[config.mk]
export PLATFORM = sky130hd
export DESIGN_NAME = param_shift_regfile
export DESIGN_NICKNAME = d
export VERILOG_FILES = /design/src/rtl/shift_regfile_pkg.sv /design/src/rtl/param_shift_regfile_shift_step.sv /design/src/rtl/param_shift_regfile.sv
export SDC_FILE = /design/constraint.sdc
export NUM_CORES = 1
export LEC_CHECK = 0
export CORE_ASPECT_RATIO = 1.25
export CORE_MARGIN = 2
export CORE_UTILIZATION = 50
export DETAILED_ROUTE_END_ITERATION = 8
export PLACE_DENSITY_LB_ADDON = 0.08
export SYNTH_ARGS = -nofsm -noshare
export SYNTH_HDL_FRONTEND = slang
export SYNTH_SLANG_ARGS = --single-unit
[constraint.sdc]
create_clock -name clk -period 2.7 [get_ports clk]
set_input_delay 0.405 -clock clk [delete_from_list [all_inputs] [get_ports clk]]
set_output_delay 0.405 -clock clk [all_outputs]
set_load 0.01 [all_outputs]
[src/rtl/shift_regfile_pkg.sv]
// Shared definitions for param_shift_regfile: shift-mode codes and the shifter FSM state type.
package shift_regfile_pkg;

    localparam logic [1:0] MODE_LSH = 2'b00;
    localparam logic [1:0] MODE_RSH = 2'b01;
    localparam logic [1:0] MODE_ASR = 2'b10;
    localparam logic [1:0] MODE_ROR = 2'b11;

    typedef enum logic [1:0] {
        IDLE  = 2'd0,
        SHIFT = 2'd1,
        DONE  = 2'd2
    } sh_state_t;

endpackage

[src/rtl/param_shift_regfile_shift_step.sv]
// One-bit shift/rotate step for the register-file shifter.
// ROR exists only when SHIFT_REGFILE_ROTATE_EN is defined; otherwise mode 11 leaves the value and flag alone.
module shift_step
    import shift_regfile_pkg::*;
#(
    parameter int DATA_WIDTH = 8
) (
    input  logic [DATA_WIDTH-1:0] value,
    input  logic [1:0]            mode,
    output logic [DATA_WIDTH-1:0] next_value,
    output logic                  out_bit,
    output logic                  flag_en
);

    always_comb begin
        next_value = value;
        out_bit    = 1'b0;
        flag_en    = 1'b1;
        case (mode)
            MODE_LSH: begin
                next_value = {value[DATA_WIDTH-2:0], 1'b0};
                out_bit    = value[DATA_WIDTH-1];
            end
            MODE_RSH: begin
                next_value = {1'b0, value[DATA_WIDTH-1:1]};
                out_bit    = value[0];
            end
            MODE_ASR: begin
                next_value = {value[DATA_WIDTH-1], value[DATA_WIDTH-1:1]};
                out_bit    = value[0];
            end
            default: begin
`ifdef SHIFT_REGFILE_ROTATE_EN
                next_value = {value[0], value[DATA_WIDTH-1:1]};
                out_bit    = value[0];
`else
                // Rotation compiled out: step is a no-op that leaves the flag untouched.
                next_value = value;
                out_bit    = 1'b0;
                flag_en    = 1'b0;
`endif
            end
        endcase
    end

endmodule

[src/rtl/param_shift_regfile.sv]
// Register file with two combinational read ports, one write port and an in-place multi-cycle shifter.
// Optional rotate mode enabled by defining SHIFT_REGFILE_ROTATE_EN.
module param_shift_regfile
    import shift_regfile_pkg::*;
#(
    parameter int DATA_WIDTH  = 8,
    parameter int NUM_REGS    = 4,
    parameter int ADDR_WIDTH  = $clog2(NUM_REGS),
    parameter int SHAMT_WIDTH = $clog2(DATA_WIDTH) + 1
) (
    input  logic                   clk,
    input  logic                   reset,
    input  logic                   wr_en,
    input  logic [ADDR_WIDTH-1:0]  wr_addr,
    input  logic [DATA_WIDTH-1:0]  wr_data,
    input  logic [ADDR_WIDTH-1:0]  rd_addr_a,
    output logic [DATA_WIDTH-1:0]  rd_data_a,
    input  logic [ADDR_WIDTH-1:0]  rd_addr_b,
    output logic [DATA_WIDTH-1:0]  rd_data_b,
    input  logic                   sh_start,
    input  logic [ADDR_WIDTH-1:0]  sh_addr,
    input  logic [1:0]             sh_mode,
    input  logic [SHAMT_WIDTH-1:0] sh_amount,
    output logic                   sh_busy,
    output logic                   sh_done,
    output logic                   flag
);

    logic [DATA_WIDTH-1:0]  regs [NUM_REGS];
    sh_state_t              state, state_next;
    logic [ADDR_WIDTH-1:0]  tgt_addr;
    logic [1:0]             tgt_mode;
    logic [SHAMT_WIDTH-1:0] cnt;
    logic [SHAMT_WIDTH-1:0] amt_sat;
    logic [DATA_WIDTH-1:0]  step_value;
    logic                   step_out;
    logic                   step_flag_en;
    logic                   stepping;
    logic                   start_ok;

    assign stepping  = (state == SHIFT);
    assign start_ok  = (state == IDLE) && sh_start;
    assign amt_sat   = (sh_amount > SHAMT_WIDTH'(DATA_WIDTH)) ? SHAMT_WIDTH'(DATA_WIDTH) : sh_amount;
    assign rd_data_a = regs[rd_addr_a];
    assign rd_data_b = regs[rd_addr_b];

    shift_step #(.DATA_WIDTH(DATA_WIDTH)) u_step (
        .value      (regs[tgt_addr]),
        .mode       (tgt_mode),
        .next_value (step_value),
        .out_bit    (step_out),
        .flag_en    (step_flag_en)
    );

    always_ff @(posedge clk or posedge reset) begin
        if (reset) state <= IDLE;
        else       state <= state_next;
    end

    always_comb begin
        state_next = state;
        case (state)
            IDLE:    if (sh_start) state_next = (amt_sat == '0) ? DONE : SHIFT;
            SHIFT:   if (cnt == SHAMT_WIDTH'(1)) state_next = DONE;
            DONE:    state_next = IDLE;
            default: state_next = IDLE;
        endcase
    end

    always_comb begin
        sh_busy = (state != IDLE);
        sh_done = (state == DONE);
    end

    always_ff @(posedge clk or posedge reset) begin
        if (reset) begin
            tgt_addr <= '0;
            tgt_mode <= MODE_LSH;
            cnt      <= '0;
            flag     <= 1'b0;
        end else begin
            if (start_ok) begin
                tgt_addr <= sh_addr;
                tgt_mode <= sh_mode;
                cnt      <= amt_sat;
            end else if (stepping) begin
                cnt <= cnt - SHAMT_WIDTH'(1);
            end
            if (stepping && step_flag_en) flag <= step_out;
        end
    end

    // The shift target is locked against writes while it is being stepped.
    always_ff @(posedge clk or posedge reset) begin
        if (reset) begin
            for (int i = 0; i < NUM_REGS; i++) regs[i] <= '0;
        end else begin
            if (stepping) regs[tgt_addr] <= step_value;
            if (wr_en && !(stepping && wr_addr == tgt_addr)) regs[wr_addr] <= wr_data;
        end
    end

endmodule

; After elaboration in Yosys (flattened, before gate mapping)
; Cells that the tools add are included.
[classes]
addsub = 1
magnitude_cmp = 7
n_eq_ne = 8
mux = 27
bitwise_logic = 4
reduce_logical = 15
[op_table]
columns = operator, count
row1 = $bwmux 32, 2
row2 = $mux 32, 2
row3 = $mux 8, 8
row4 = $bmux 8 s2, 3
row5 = $demux 8 s2, 2
row6 = $pmux 8 s3, 1
row7 = $ge 3x3->1 const B, 4
row8 = $mux 4, 3
row9 = $not 2->3, 4
row10 = $logic_and 1x1->1, 6
row11 = $lt 3x1->1 const B, 2
row12 = $mux 2, 3
row13 = $eq 2x1->1 const B, 2
row14 = $eq 2x2->1 const B, 2
row15 = $eq 4x1->1 const B, 1
row16 = $gt 4x4->1 const B, 1
row17 = $logic_not 2->1, 2
row18 = $logic_not 4->1, 1
row19 = $pmux 2 s2, 1
row20 = $reduce_bool 2->1, 2
row21 = $sub 4x1->4 const B, 1
row22 = $reduce_or 3->1, 1
row23 = $eq 2x2->1, 1
row24 = $ne 2x1->1 const B, 1
row25 = 6 further kinds, 6
[totals]
ff_bits = 43
in_bits = 26
out_inout_bits = 19

; Logic depth before layout (Yosys ltp)
[logic_depth]
ltp_word = 9
depth_mapped = 7

; By module
; A second synthesis with hierarchy kept.
[unflattened]
hier_cells = 313
hier_area_um2 = 2951.6
[by_module_without_submodules]
columns = mod, n_inst, cells_per_inst, area_each_um2, seq_area_each_um2
row1 = param_shift_regfile, 1, 270, 2690.1, 1076.0
row2 = shift_step, 1, 43, 261.5, 0.0

; Least setup slack after synthesis
; No wires, ideal clock.
[synth_timing]
kind = register -> register
from = register tgt_mode[0]
to = register regs[14] (netlist name)
setup_ps = 139
t_arrival_ps = 1549
required_ps = 2561
setup_slack_ps = 1012
stages_incl_launch_ff = 8
period_less_slack_ps = 1688
cell_sequence = dfrtp_1 inv_1 ha_1 nor2_1 buf_2 nor3_1 nor4_2 mux2i_1
[synth_between]
elab_chain_len = 6
elab_cells_between_ends = 8
[synth_rtl]
columns = item, line_no
row1 = start: declaration, param_shift_regfile.sv:32  ; logic [1:0] tgt_mode;
row2 = start signal: assignment, param_shift_regfile.sv:84  ; tgt_mode <= sh_mode;
row3 = "$eq 2x2->1, or another cell as far along", param_shift_regfile_shift_step.sv:19  ; case (mode)
row4 = $pmux 8 s3 (*), param_shift_regfile_shift_step.sv:19
row5 = $bwmux 32 (*), param_shift_regfile.sv:98  ; if (stepping) regs[tgt_addr] <= step_value;
row6 = $mux 32 (*), param_shift_regfile.sv:98
row7 = $bwmux 32, param_shift_regfile.sv:99  ; if (wr_en && !(stepping && wr_addr == tgt_addr)) regs[wr_addr] <= wr_data;
row8 = $mux 32 (*), param_shift_regfile.sv:99
row9 = end signal: indexed assignment, param_shift_regfile.sv:98
row10 = end signal: indexed assignment, param_shift_regfile.sv:99
row11 = end: declaration, param_shift_regfile.sv:29  ; logic [DATA_WIDTH-1:0] regs [NUM_REGS];
; Every way passes the cells marked *; elsewhere a longest branch is shown, timed or not.
; A chain may end at the register's enable or synchronous reset.

; Worst setup path in the final report
[layout_timing]
from = input port rd_addr_a[0]
to = output port rd_data_a[7]
[layout_between]
elab_chain_len = 4
[layout_rtl]
columns = item, line_no
row1 = start: declaration, param_shift_regfile.sv:16  ; input logic [ADDR_WIDTH-1:0] rd_addr_a,
row2 = $not 2->3 (implied by the code), param_shift_regfile.sv:44  ; assign rd_data_a = regs[rd_addr_a];
row3 = $bmux 8 s2, param_shift_regfile.sv:44
row4 = $mux 8 (implied by the code) (2 in series), param_shift_regfile.sv:44
row5 = end: declaration, param_shift_regfile.sv:17  ; output logic [DATA_WIDTH-1:0] rd_data_a,
; No other way between the ends. The select of a mux whose other input is x is not followed.

==> out/metrics.csv <==
stage,metric,value,unit
floorplan,start_util,52.1,%
cts,cts_tree,yes,
synthesis,synth_adder_area_share,2.48,%
sta,min_period_over_period,91.1,%
final_layout,area_growth_syn_to_layout,20.0,%
setup_path,setup.worst_path.start_class,primary input,
setup_path,cp.required,2.30,ns
route,met1_length,3210,um
final_layout,drive_above_1_share,18.8,%
synthesis,syn_area_per_cell,10.9,sq um
floorplan,fp-row-count,31,
route,routed-wl-met3,278,um
synthesis,syn_area,3030,sq um
sta,slew_headroom,52.3,%
global_route,grt_pass1_vias,2317,
cts,cts_sinks,43,
final_layout,multi_input_area,1840,sq um
sta,timing.final.crit_period,2.46,ns
final_layout,antenna_cells,0,
route,final_antenna_net_count,0,
synthesis,ys_async_sr_fraction,100,%
sta,tns,0,ns
sta,setup-violations-final,0,
route,route.detailed.drc,0,
power,p_total,4390,uW
floorplan,dieArea,6700,sq um
final_layout,register_area,1080,sq um
global_route,antenna_found_initial,0,
global_route,grtUsageTotal,23.3,%
cts,cts_buffers,5,
global_route,grt_pass1_wl,12000,um
setup_path,path_class,in2out,
synthesis,synth_top_family_by_area,multiplexers,
setup_path,end_kind,output pin,
sta,hold_viol,0,
synthesis,syn_inst,278,
synthesis,yosys_warnings,0,
synthesis,synth.area.mux_share,32.8,%
synthesis,synthTopCellsByArea,"dfrtp_1 36%, mux2i_1 15%, mux4_2 12%",
global_route,grt_start_max_net_pins,44,
synthesis,ys_ff_latch,43,
synthesis,synth_enable_flop_cells,0,
final_layout,fin_util,62.5,%
synthesis,synth-compound-area-share,10.6,%
synthesis,synth-main-ff-cell,dfrtp_1,
place,place_congestion,0.853,
synthesis,syn-num-nets,310,
cts,cts_buffer_depth,2,
setup_path,cp_data_arrival_time,2.05,ns
global_route,overflow,0,
route,drtIter0Drc,130,
synthesis,synthDistinctLibCells,40,
cts,postCtsHoldBufs,0,
cts,clockRootBuffer,clkbuf_8,
synthesis,yosys.area.top_type,dfrtp_1,
floorplan,io_pins,45,
sta,grt_setup_unrepaired,false,
sta,finClkSkew,0.00941,ns
run_status,status,finished clean,
route,vias,2392,
route,post_drt_wl_per_cell,18.5,um
synthesis,synth-simple-area-share,14.6,%
place,portBuffers,44,
synthesis,post-synth-top-area-fraction,35.5,%
synthesis,synth-xor-area-share,0.289,%
cts,cts_resized,0,
floorplan,die_w,73.6,um
sta,worst_slew_pin_slew,0.713,ns
setup_path,reg2reg_from,tgt_addr[0],
setup_path,crit_path_max_fanout,4,
final_layout,layout.nets,355,
cts,path_clk_slew,0.07,ns
sta,drv_slew,0,
final_layout,fin_cells,390,
route,highest_layer,met4,
power,ir_drop,704,uV
floorplan,core_area,5820,sq um
power,power_density,1210,nW/um^2
cts,postCtsSetupBuffers,0,
place,dpl.hpwl,5130,um
setup_path,critPathLaunch,rd_addr_a[0],
route,drt_wl_total,7220,um
route,via_per_inst,6.13,
final_layout,fillerInstances,489,
run,drv_cap,0,
place,dpl.cell_count,382,
route,route.met2.wl,3590,um
sta,max_clock_freq,407,MHz
route,firstDrtPassIters,4,
hold_path,hp-start,tgt_addr[0],
hold_path,hold_class,reg2reg,
cts,clk_latency,0.30,ns
synthesis,seq_area_frac_synth,35.5,%
floorplan,fp.dieH,91.0,um
power,p_leak,0.00162,uW
cts,h-tree-depth,2,
==> worst paths after layout <==
kind	endpoint	slack, ns	depth (start not counted)
max	rd_data_a[7]	0.24	4
min	tgt_addr[0]	0.51	1
max reg2reg	regs[22]	0.73	5
min reg2reg	tgt_addr[0]	0.51	1
max in group asynchronous	flag	1.75	3
min in group asynchronous	regs[23]	0.55	3
==> cell families (layout without fill, tap and decap cells) <==
| family | after synthesis | count (layout) |
|---|---|---|
| flip-flops | 43 | 43 |
| AND/OR/NAND/NOR | 75 | 75 |
| adder cells (fa/ha/maj) | 6 | 6 |
| multiplexers | 76 | 76 |
| XOR/XNOR | 1 | 1 |
| buffers and inverters | 25 | 71 |
| AO/OA/AOI/OAI | 52 | 52 |
==> through the flow <==
step                      area, sq um  setup WS (ns)  hold WS, ns
after global routing             3640          0.177        0.547
final                            3640          0.241        0.514
after detailed placement         3550          0.237        0.498
after floorplan                  3030           1.01        0.497
after CTS                        3640          0.224        0.516
after global placement           3550          0.226        0.495
==> state kept, by name, indices dropped and copies added (netlist names) <==
| signal | count |
|---|---|
| regs | 32 |
| cnt | 4 |
| state | 2 |
| tgt_addr | 2 |
| tgt_mode | 2 |
| flag | 1 |
==> where the power goes <==
| part | switching [uW] | internal [uW] | leakage, uW |
|---|---|---|---|
| clock network | 214 | 182 | 0.0000422 |
| registers | 336 | 980 | 0.000516 |
| logic | 1340 | 1340 | 0.00107 |
| total | 1890 | 2500 | 0.00162 |
==> routing by layer <==
layer	vias to the layer above	global-route usage, %
li1	1147	-
met4	0	6.67
met3	12	4.00
met5	-	0
met2	62	38.1
met1	1171	31.5
==> cell type report <==
cell class | instances | share of cell area [%]
Sequential cell | 43 | 29.6
Timing Repair Buffer | 56 | 14.6
Inverter | 7 | 0.723
Clock inverter | 1 | 0.138
Tap cell | 66 | 2.27
Multi-Input combinational cell | 210 | 50.6
Clock buffer | 7 | 2.10
==> cells in the mapped netlist, types with 2 or more instances <==
cell and instances:
inv_1 7, buf_1 2, nand3_1 2, mux2i_1 45
clkbuf_1 5, o22ai_1 13, a21oi_1 11, nor2_1 8
nor4_2 6, nor3_1 16, nand3b_1 4, nand2b_1 3
mux4_2 16, buf_2 9, or2_2 2, ha_1 6
o21ai_1 7, nor2b_1 10, nand2_1 16, a211oi_1 10
mux2_2 10, dfrtp_1 43, o21ai_0 6, mux2i_2 5
==> worst max-delay path, stage by stage <==
cell	delay, ns
clkdlybuf4s50_1	0.48
buf_4	0.16
mux4_2	0.51
clkdlybuf4s50_1	0.49
==> cell usage in the layout, fill, tap and decap left out, types with 2 or more instances in the layout <==
cell type,instances
mux2i_1,45
clkdlybuf4s50_1,44
dfrtp_1,43
nor3_1,16
nand2_1,16
mux4_2,16
o22ai_1,13
buf_4,12
a21oi_1,11
nor2b_1,10
a211oi_1,10
mux2_2,10
nor2_1,8
inv_1,7
o21ai_1,7
nor4_2,6
o21ai_0,6
ha_1,6
mux2i_2,5
clkbuf_8,5
nand3b_1,4
nand2b_1,3
or2_2,2
nand3_1,2
clkbuf_1,2
Power figures use the tool's default switching activity.
